$ cat config.mk
export PLATFORM = sky130hd
export DESIGN_NAME = ram_arbiter
export DESIGN_NICKNAME = d
export VERILOG_FILES = /design/src/rtl/ram_arb_pkg.sv /design/src/rtl/ram_arbiter_refresh_timer.sv /design/src/rtl/ram_arbiter.sv
export SDC_FILE = /design/constraint.sdc
export NUM_CORES = 1
export LEC_CHECK = 0
export CAP_MARGIN = 20
export CELL_PAD_IN_SITES_DETAIL_PLACEMENT = 0
export CELL_PAD_IN_SITES_GLOBAL_PLACEMENT = 1
export CORE_MARGIN = 4
export CORE_UTILIZATION = 25
export DETAILED_ROUTE_END_ITERATION = 8
export PLACE_DENSITY = 0.64
export SYNTH_ARGS = -nofsm -noshare
export SYNTH_HDL_FRONTEND = slang
export SYNTH_SLANG_ARGS = --single-unit
export TNS_END_PERCENT = 5
$ cat constraint.sdc
create_clock -name clock -period 12.6 [get_ports clock]
set_input_delay 1.89 -clock clock [delete_from_list [all_inputs] [get_ports clock]]
set_output_delay 1.89 -clock clock [all_outputs]
set_load 0.05 [all_outputs]
$ cat src/rtl/ram_arb_pkg.sv
// Shared types and widths for the RAM arbiter and its refresh timer.
package ram_arb_pkg;

   localparam int ADDR_W = 64;
   localparam int DATA_W = 64;

   typedef enum logic [1:0] {
      IDLE,
      BUSY,
      REFRESH,
      ACK
   } state_e;

   typedef logic port_idx_t;

endpackage

$ cat src/rtl/ram_arbiter_refresh_timer.sv
// Free-running refresh interval counter with pending and overrun tracking.
module refresh_timer
   import ram_arb_pkg::*;
#(
   parameter int unsigned REFRESH_INTERVAL = 7800
) (
   input  logic clk_i,
   input  logic rst_i,
   input  logic refresh_taken_i,
   output logic pending_o,
   output logic overrun_o
);

   localparam int unsigned CW = $clog2(REFRESH_INTERVAL);
   localparam logic [CW-1:0] RELOAD = CW'(REFRESH_INTERVAL - 1);

   logic [CW-1:0] cnt_q, cnt_d;
   logic          pend_q, pend_d;
   logic          ovr_q, ovr_d;
   logic          expire;

   always_comb begin
      expire = (cnt_q == '0);
      cnt_d  = expire ? RELOAD : cnt_q - 1'b1;
      pend_d = (pend_q & ~refresh_taken_i) | expire;
      ovr_d  = ovr_q | (expire & pend_q & ~refresh_taken_i);
   end

   always_ff @(posedge clk_i or posedge rst_i) begin
      if (rst_i) begin
         cnt_q  <= RELOAD;
         pend_q <= 1'b0;
         ovr_q  <= 1'b0;
      end else begin
         cnt_q  <= cnt_d;
         pend_q <= pend_d;
         ovr_q  <= ovr_d;
      end
   end

   // Expiry counts as pending at once so a same-cycle request loses.
   assign pending_o = pend_q | expire;
   assign overrun_o = ovr_q;

endmodule

$ cat src/rtl/ram_arbiter.sv
// Round-robin arbiter sharing one RAM controller between two requesters
// and a periodic refresh, with a per-operation timeout.
module ram_arbiter
   import ram_arb_pkg::*;
#(
   parameter int unsigned REFRESH_INTERVAL = 7800,
   parameter int unsigned TIMEOUT          = 255
) (
   input  logic              clock,
   input  logic              resetin,
   input  logic              rq0_req,
   input  logic              rq0_write,
   input  logic [ADDR_W-1:0] rq0_addr,
   input  logic [DATA_W-1:0] rq0_wdata,
   output logic              rq0_ack,
   output logic              rq0_err,
   output logic [DATA_W-1:0] rq0_rdata,
   input  logic              rq1_req,
   input  logic              rq1_write,
   input  logic [ADDR_W-1:0] rq1_addr,
   input  logic [DATA_W-1:0] rq1_wdata,
   output logic              rq1_ack,
   output logic              rq1_err,
   output logic [DATA_W-1:0] rq1_rdata,
   output logic [ADDR_W-1:0] mem_address,
   output logic [DATA_W-1:0] mem_wdata,
   output logic              mem_read,
   output logic              mem_write,
   output logic              mem_refresh,
   input  logic [DATA_W-1:0] mem_rdata,
   input  logic              mem_done_n,
   output logic              refresh_overrun,
   output logic              refresh_err
);

   localparam int unsigned TW =
      (TIMEOUT > 1) ? $clog2(TIMEOUT) : 1;
   localparam logic [TW-1:0] TMO_LAST = TW'(TIMEOUT - 1);

   state_e            state_q, state_d;
   port_idx_t         last_q, last_d;
   port_idx_t         gnt_q, gnt_d;
   port_idx_t         pick;
   logic [TW-1:0]     tmo_q, tmo_d;
   logic [ADDR_W-1:0] addr_q, addr_d;
   logic [DATA_W-1:0] wdata_q, wdata_d;
   logic [DATA_W-1:0] rdata0_q, rdata0_d;
   logic [DATA_W-1:0] rdata1_q, rdata1_d;
   logic [1:0]        ack_q, ack_d;
   logic              rd_q, rd_d;
   logic              wr_q, wr_d;
   logic              rf_q, rf_d;
   logic              err_q, err_d;
   logic              rferr_q, rferr_d;
   logic              pick_wr;
   logic              tmo_hit;
   logic              rf_pend;
   logic              taken;

   refresh_timer #(
      .REFRESH_INTERVAL (REFRESH_INTERVAL)
   ) u_timer (
      .clk_i           (clock),
      .rst_i           (resetin),
      .refresh_taken_i (taken),
      .pending_o       (rf_pend),
      .overrun_o       (refresh_overrun)
   );

   always_comb begin
      state_d  = state_q;
      last_d   = last_q;
      gnt_d    = gnt_q;
      tmo_d    = tmo_q + 1'b1;
      addr_d   = addr_q;
      wdata_d  = wdata_q;
      rdata0_d = rdata0_q;
      rdata1_d = rdata1_q;
      ack_d    = '0;
      err_d    = 1'b0;
      rd_d     = 1'b0;
      wr_d     = 1'b0;
      rf_d     = 1'b0;
      rferr_d  = rferr_q;
      taken    = 1'b0;
      pick     = (rq0_req & rq1_req) ? ~last_q : rq1_req;
      pick_wr  = pick ? rq1_write : rq0_write;
      tmo_hit  = (tmo_q == TMO_LAST);
      unique case (state_q)
         IDLE: begin
            if (mem_done_n) begin
               if (rf_pend) begin
                  state_d = REFRESH;
                  rf_d    = 1'b1;
                  tmo_d   = '0;
               end else if (rq0_req | rq1_req) begin
                  state_d = BUSY;
                  gnt_d   = pick;
                  last_d  = pick;
                  tmo_d   = '0;
                  addr_d  = pick ? rq1_addr : rq0_addr;
                  wdata_d = pick ? rq1_wdata : rq0_wdata;
                  wr_d    = pick_wr;
                  rd_d    = ~pick_wr;
               end
            end
         end
         BUSY: begin
            rd_d = rd_q;
            wr_d = wr_q;
            // A done in the timeout cycle still counts as success.
            if (!mem_done_n || tmo_hit) begin
               state_d      = ACK;
               rd_d         = 1'b0;
               wr_d         = 1'b0;
               ack_d[gnt_q] = 1'b1;
               err_d        = mem_done_n;
               if (!mem_done_n && rd_q) begin
                  if (gnt_q) rdata1_d = mem_rdata;
                  else       rdata0_d = mem_rdata;
               end
            end
         end
         REFRESH: begin
            rf_d = 1'b1;
            if (!mem_done_n || tmo_hit) begin
               state_d = IDLE;
               rf_d    = 1'b0;
               taken   = 1'b1;
               if (mem_done_n) rferr_d = 1'b1;
            end
         end
         ACK: begin
            state_d = IDLE;
         end
         default: begin
            state_d = IDLE;
         end
      endcase
   end

   always_ff @(posedge clock or posedge resetin) begin
      if (resetin) begin
         state_q <= IDLE;
      end else begin
         state_q <= state_d;
      end
   end

   always_ff @(posedge clock or posedge resetin) begin
      if (resetin) begin
         last_q   <= 1'b1;
         gnt_q    <= 1'b0;
         tmo_q    <= '0;
         addr_q   <= '0;
         wdata_q  <= '0;
         rdata0_q <= '0;
         rdata1_q <= '0;
         ack_q    <= '0;
         err_q    <= 1'b0;
         rd_q     <= 1'b0;
         wr_q     <= 1'b0;
         rf_q     <= 1'b0;
         rferr_q  <= 1'b0;
      end else begin
         last_q   <= last_d;
         gnt_q    <= gnt_d;
         tmo_q    <= tmo_d;
         addr_q   <= addr_d;
         wdata_q  <= wdata_d;
         rdata0_q <= rdata0_d;
         rdata1_q <= rdata1_d;
         ack_q    <= ack_d;
         err_q    <= err_d;
         rd_q     <= rd_d;
         wr_q     <= wr_d;
         rf_q     <= rf_d;
         rferr_q  <= rferr_d;
      end
   end

   assign rq0_ack     = ack_q[0];
   assign rq1_ack     = ack_q[1];
   assign rq0_err     = ack_q[0] & err_q;
   assign rq1_err     = ack_q[1] & err_q;
   assign rq0_rdata   = rdata0_q;
   assign rq1_rdata   = rdata1_q;
   assign mem_address = addr_q;
   assign mem_wdata   = wdata_q;
   assign mem_read    = rd_q;
   assign mem_write   = wr_q;
   assign mem_refresh = rf_q;
   assign refresh_err = rferr_q;

endmodule

* After elaboration in Yosys (flattened, before gate mapping)
Cells that the tools add are included.
Word-level totals: flip-flop bits (word level) 290, bits of input ports 327, output and inout port bits 265, word-level logic and storage cells 91
Operators by class: add/subtract/negate cells 2, magnitude comparators 2, equal/unequal tests 8, mux-type cells 36, bitwise gates (word level) 15, reductions and logical operators 11
Operator list (count):
- 2-to-1 mux 64 bit | 2
- 2-to-1 mux 8 bit | 4
- 2-to-1 mux 1 bit | 17
- AND reduction 4 bit | 4
- 2-to-1 mux 2 bit | 7
- zero test 13 bit | 1
- 2-to-1 mux 13 bit | 1
- subtractor 13 x 1 -> 13 bit, second input constant | 1
- adder 8 x 1 -> 8 bit, second input constant | 1
- equality test 8 bit, second input constant | 1
- one-hot mux 2 bit (4 select lines) | 1
- AND 1 bit | 6
- != test 2 bit, second input constant | 3
- one-hot mux 1 bit (2 select lines) | 3
- inverter 1 bit | 5
- equality test 2 bit, second input constant | 2
- OR 1 bit | 4
- != test 3 bit, second input constant | 1
- AND reduction 3 bit | 1
- equality test 2 x 1 -> 1 bit, second input constant | 1
- logical AND 1 bit | 2
- zero test 2 bit | 1
- < comparator 1 x 2 -> 1 bit, second input constant | 1
- demux 1 bit (select 1 bit) | 1
- other kinds (3) | 3

* Depth between registers and ports, before layout
depth in word-level cells 8, depth in mapped cells 8

* By module
A second synthesis with hierarchy kept.
Unflattened totals: cell total of the unflattened synthesis 840, area, all modules 13218.9 um^2
By module, submodules not included:
- ram_arbiter | instances 1, cells an instance 765, area each 12431.9 um^2, sequential area each 6882.9 um^2
- refresh_timer | instances 1, cells an instance 75, area each 787.0 um^2, sequential area each 387.9 um^2

* Least setup slack after synthesis
No wires, ideal clock.
path kind in2reg, start point input rq1_req, end point register addr_q[0], in the netlist mem_address[0], data arrival time 3250 ps, required time 12475 ps, slack 9225 ps, stages on the path 5, buffers on the path 2, cells stage by stage a21boi_2 > buf_2 > clkbuf_1 > mux2_2 > mux2_4
Between the ends: cells in the longest elaborated chain, start to end 3
Ends and longest elaborated chain:
- start: declaration | RTL line ram_arbiter.sv:18 | input logic rq1_req,
- AND 1 bit | RTL line ram_arbiter.sv:86 | pick = (rq0_req & rq1_req) ? ~last_q : rq1_req;
- 2-to-1 mux 1 bit | RTL line ram_arbiter.sv:86
- 2-to-1 mux 64 bit | RTL line ram_arbiter.sv:101 | addr_d = pick ? rq1_addr : rq0_addr;
- end signal: assignment | RTL line ram_arbiter.sv:169 | addr_q <= addr_d;
- end: declaration | RTL line ram_arbiter.sv:45 | logic [ADDR_W-1:0] addr_q, addr_d;
Several ways; a longest one is shown, not always the timed one. A chain may end at the register's enable or synchronous reset.

* Worst setup path after layout
start point input rq1_req, end point register wdata_q[10], in the netlist mem_wdata[10]
Between the ends: cells in the longest elaborated chain, start to end 3
Ends and longest elaborated chain:
- AND 1 bit | RTL line ram_arbiter.sv:86
- 2-to-1 mux 1 bit | RTL line ram_arbiter.sv:86
- 2-to-1 mux 64 bit | RTL line ram_arbiter.sv:102 | wdata_d = pick ? rq1_wdata : rq0_wdata;
- end signal: assignment | RTL line ram_arbiter.sv:170 | wdata_q <= wdata_d;
- end: declaration | RTL line ram_arbiter.sv:46 | logic [DATA_W-1:0] wdata_q, wdata_d;
Several ways; a longest one is shown, not always the timed one.

==> impl_metrics.py <==
metrics = {
    "sta": {
        "fin_skew_ns": 0.01926,
        "fmax_mhz": 197.7,
        "setup_tns_ns": 0,
        "slew_viol_final": 0,
        "finalSetupViolCount": 0,
        "final-hold-violation-count": 0,
        "tightest_slew_ns": 1.072,
        "fin_crit_ns": 5.058,
        "period_share_pct": 40.14,
        "rsz0062_at_grt": "no",
        "maxSlewHeadroom_pct": 28.56,
    },
    "yosys": {
        "syn_nets": 1163,
        "netlist_top_cells_area": "dfrtp_1 (54%), mux2_2 (26%), mux2_4 (10%)",
        "yosysSeqAreaShare_pct": 56.04,
        "async_flop_share_pct": 100.0,
        "syn_area_sq_um": 12970,
        "yosys.area.top_type": "dfrtp_1",
        "yosysMostFrequentCell": "mux2_2",
        "synth_cell_types": 49,
        "synthTopCellsByCount": "mux2_2 (294), dfrtp_1 (279), mux2_4 (87)",
        "synth_edf_count": 0,
        "ys_ff_latch": 290,
        "yosys_warnings": 0,
        "ys.flop_type": "dfrtp_1",
        "yosys.area.top_type_share_pct": 53.81,
        "postSynthCellCount": 833,
        "synth_area_per_cell_sq_um": 15.57,
    },
    "drt": {
        "drt_iter0_drc": 248,
        "viasPerCell": 4.299,
        "drtPass1Iterations": 4,
        "drtAntennaViolNets": 0,
        "post_drt_wl_per_cell_um": 21.05,
        "drc": 0,
        "wl_um": 44990,
        "num_vias": 9186,
    },
    "floorplan": {
        "rows": 83,
        "die_h_um": 235.8,
        "core-area_sq_um": 51300,
        "dieWidth_um": 235.8,
        "ioPinCount": 592,
        "initial_core_util_pct": 25.29,
        "die_area_sq_um": 55600,
    },
    "setup_path": {
        "cp.required_ns": 13.01,
        "cp.arrival_ns": 5.47,
        "cp_cell_sequence": "clkdlybuf4s50_1 -> a21boi_4 -> buf_4 -> buf_4 -> mux2_2 -> mux2_4",
        "critical_path.top_delay_family": "buffers and inverters",
        "worstSetupPathType": "input port to flip-flop",
        "path_buf_inv": 3,
        "crit_fanout": 63,
        "slowest_stage": "a21boi_4",
        "end_kind": "flip-flop",
        "slowest_delay_ns": 0.83,
        "startpoint_type": "input port",
        "crit_top_cell": "buf_4",
    },
    "cts": {
        "post_cts_buffers": 0,
        "clk_pin_slew_ns": 0.05,
        "cts_made_buffers": 37,
        "cts_resized": 0,
        "cts_tree": "yes",
        "clockRootBuffer": "clkbuf_16",
        "clock_latency_ns": 0.54,
        "cts_buffer_depth": 3,
        "holdBufCountCts": 0,
        "clock-sinks": 290,
        "htree_levels": 2,
    },
    "final_layout": {
        "utilization_pct": 40.44,
        "drive_gt1_share_pct": 32.12,
        "finalNetCount": 1759,
        "fillers": 4873,
        "area_growth_pct": 59.90,
    },
    "min_path": {
        "hold_path_class": "flip-flop to flip-flop",
    },
    "global_routing": {
        "grt_max_degree": 93,
        "grt_usage_pct": 15.74,
        "grt_pass1_vias": 10195,
        "gr-total-overflow": 0,
        "antenna_found_initial": 6,
        "grt_pass1_wl_um": 67540,
    },
    "placement": {
        "gp_congestion": 0.7990,
        "place_hpwl_um": 33270,
        "port_buffers": 591,
    },
    "run": {
        "max-cap-violations": 0,
    },
    "power_and_ir_drop": {
        "power_density_nw_per_um2": 270.9,
        "ir_worst_vdd_v": 0.0001702,
        "p_leak_uw": 0.008959,
    },
    "run_status": {
        "status": "complete, no violations",
    },
}
[sequential cells by signal (all words and copies together) (netlist names), 2 cells and up]
register,count
mem_address,64
rq0_rdata,64
tmo_q,8
ack_q,2
state_q,2
rq1_rdata,64
mem_wdata,64
u_timer.cnt_q,13
[layer usage]
metal / global-route usage (%) / part of all wire (%) / vias up
met5: 0 / 0.044 / -
met4: 4.414 / 2.3 / 2
met3: 6.968 / 9.8 / 65
met2: 26.28 / 48 / 374
met1: 18.46 / 40 / 4558
li1: - / - / 4187
[worst paths after layout]
path                                            start                     endpoint  slack (ns)  cells past startpoint
min reg2reg                u_timer.cnt_q[0]$_DFF_PP1_   u_timer.cnt_q[0]$_DFF_PP1_        0.46                      1
max reg2reg                u_timer.cnt_q[0]$_DFF_PP1_  mem_address[30]$_DFFE_PP0P_        8.67                      8
max                                           rq1_req    mem_wdata[10]$_DFFE_PP0P_        7.54                      6
min in group asynchronous                     resetin    mem_wdata[16]$_DFFE_PP0P_        1.84                      2
min                        u_timer.cnt_q[0]$_DFF_PP1_   u_timer.cnt_q[0]$_DFF_PP1_        0.46                      1
max in group asynchronous                     resetin  mem_address[39]$_DFFE_PP0P_        8.59                      4
[worst reg2reg max path: cells and delay by family, from the launching register on]
| kind | cells | cell delay (ns) |
|---|---|---|
| buffers and inverters | 3 | 1.75 |
| AND/OR/NAND/NOR | 2 | 0.74 |
| multiplexers | 1 | 0.47 |
| flip-flops | 1 | 0.37 |
| adder cells (fa/ha/maj) | 1 | 0.26 |
| AO/OA/AOI/OAI | 1 | 0.22 |
[through the flow]
step                      hold slack [ns]  worst slack, ns  cell area [sq um]  power [uW]  std cells
after floorplan                    0.4254            2.723              12970        3543        833
after global placement             0.4332            7.033              19550        4614       2069
after detailed placement           0.4416            6.945              19550        4633       2069
after CTS                          0.4554            7.523              20710        5703       2133
after global routing               0.4785            7.341              20740        5873       2135
final                              0.4568            7.542              20740        5619       2137
[cell usage in the layout (no fill, tap or decap), types with 6 or more instances in the layout]
cell type / count
clkdlybuf4s50_1: 591
mux2_2: 294
dfrtp_1: 279
mux2_4: 87
clkbuf_16: 37
nor2_1: 22
dfstp_2: 11
clkbuf_1: 10
nand2_1: 9
buf_4: 9
xor2_1: 8
clkbuf_8: 7
inv_1: 6
a21oi_1: 6
xnor2_1: 6
[layout make-up]
type | count | area (sq um) | area share [%]
clock buffers | 54 | 1060 | 5.109
well taps | 680 | 850.8 | 4.101
diodes | 3 | 7.507 | 0.03619
inverters | 7 | 33.78 | 0.1628
repair buffers | 601 | 6011 | 28.97
clock inverters | 10 | 105.1 | 0.5066
flip-flops and latches | 290 | 7271 | 35.05
multi-input cells | 492 | 5406 | 26.06
[kinds of logic after synthesis]
family	count (synthesis)	synth area share, %
buf+inv	51	2.469
flops	290	56.04
xor+xnor	14	0.9451
mux	386	36.01
fa+ha+maj	3	0.2894
compound gates	24	1.447
simple gates	65	2.797
[where the power goes]
group          internal [uW]  switching [uW]  leakage [uW]
clock network            605             414      0.000574
registers               1320             228       0.00362
logic                   1200            1850       0.00476
total                   3130            2490       0.00896
No activity file was read; power rests on OpenSTA's default activity.
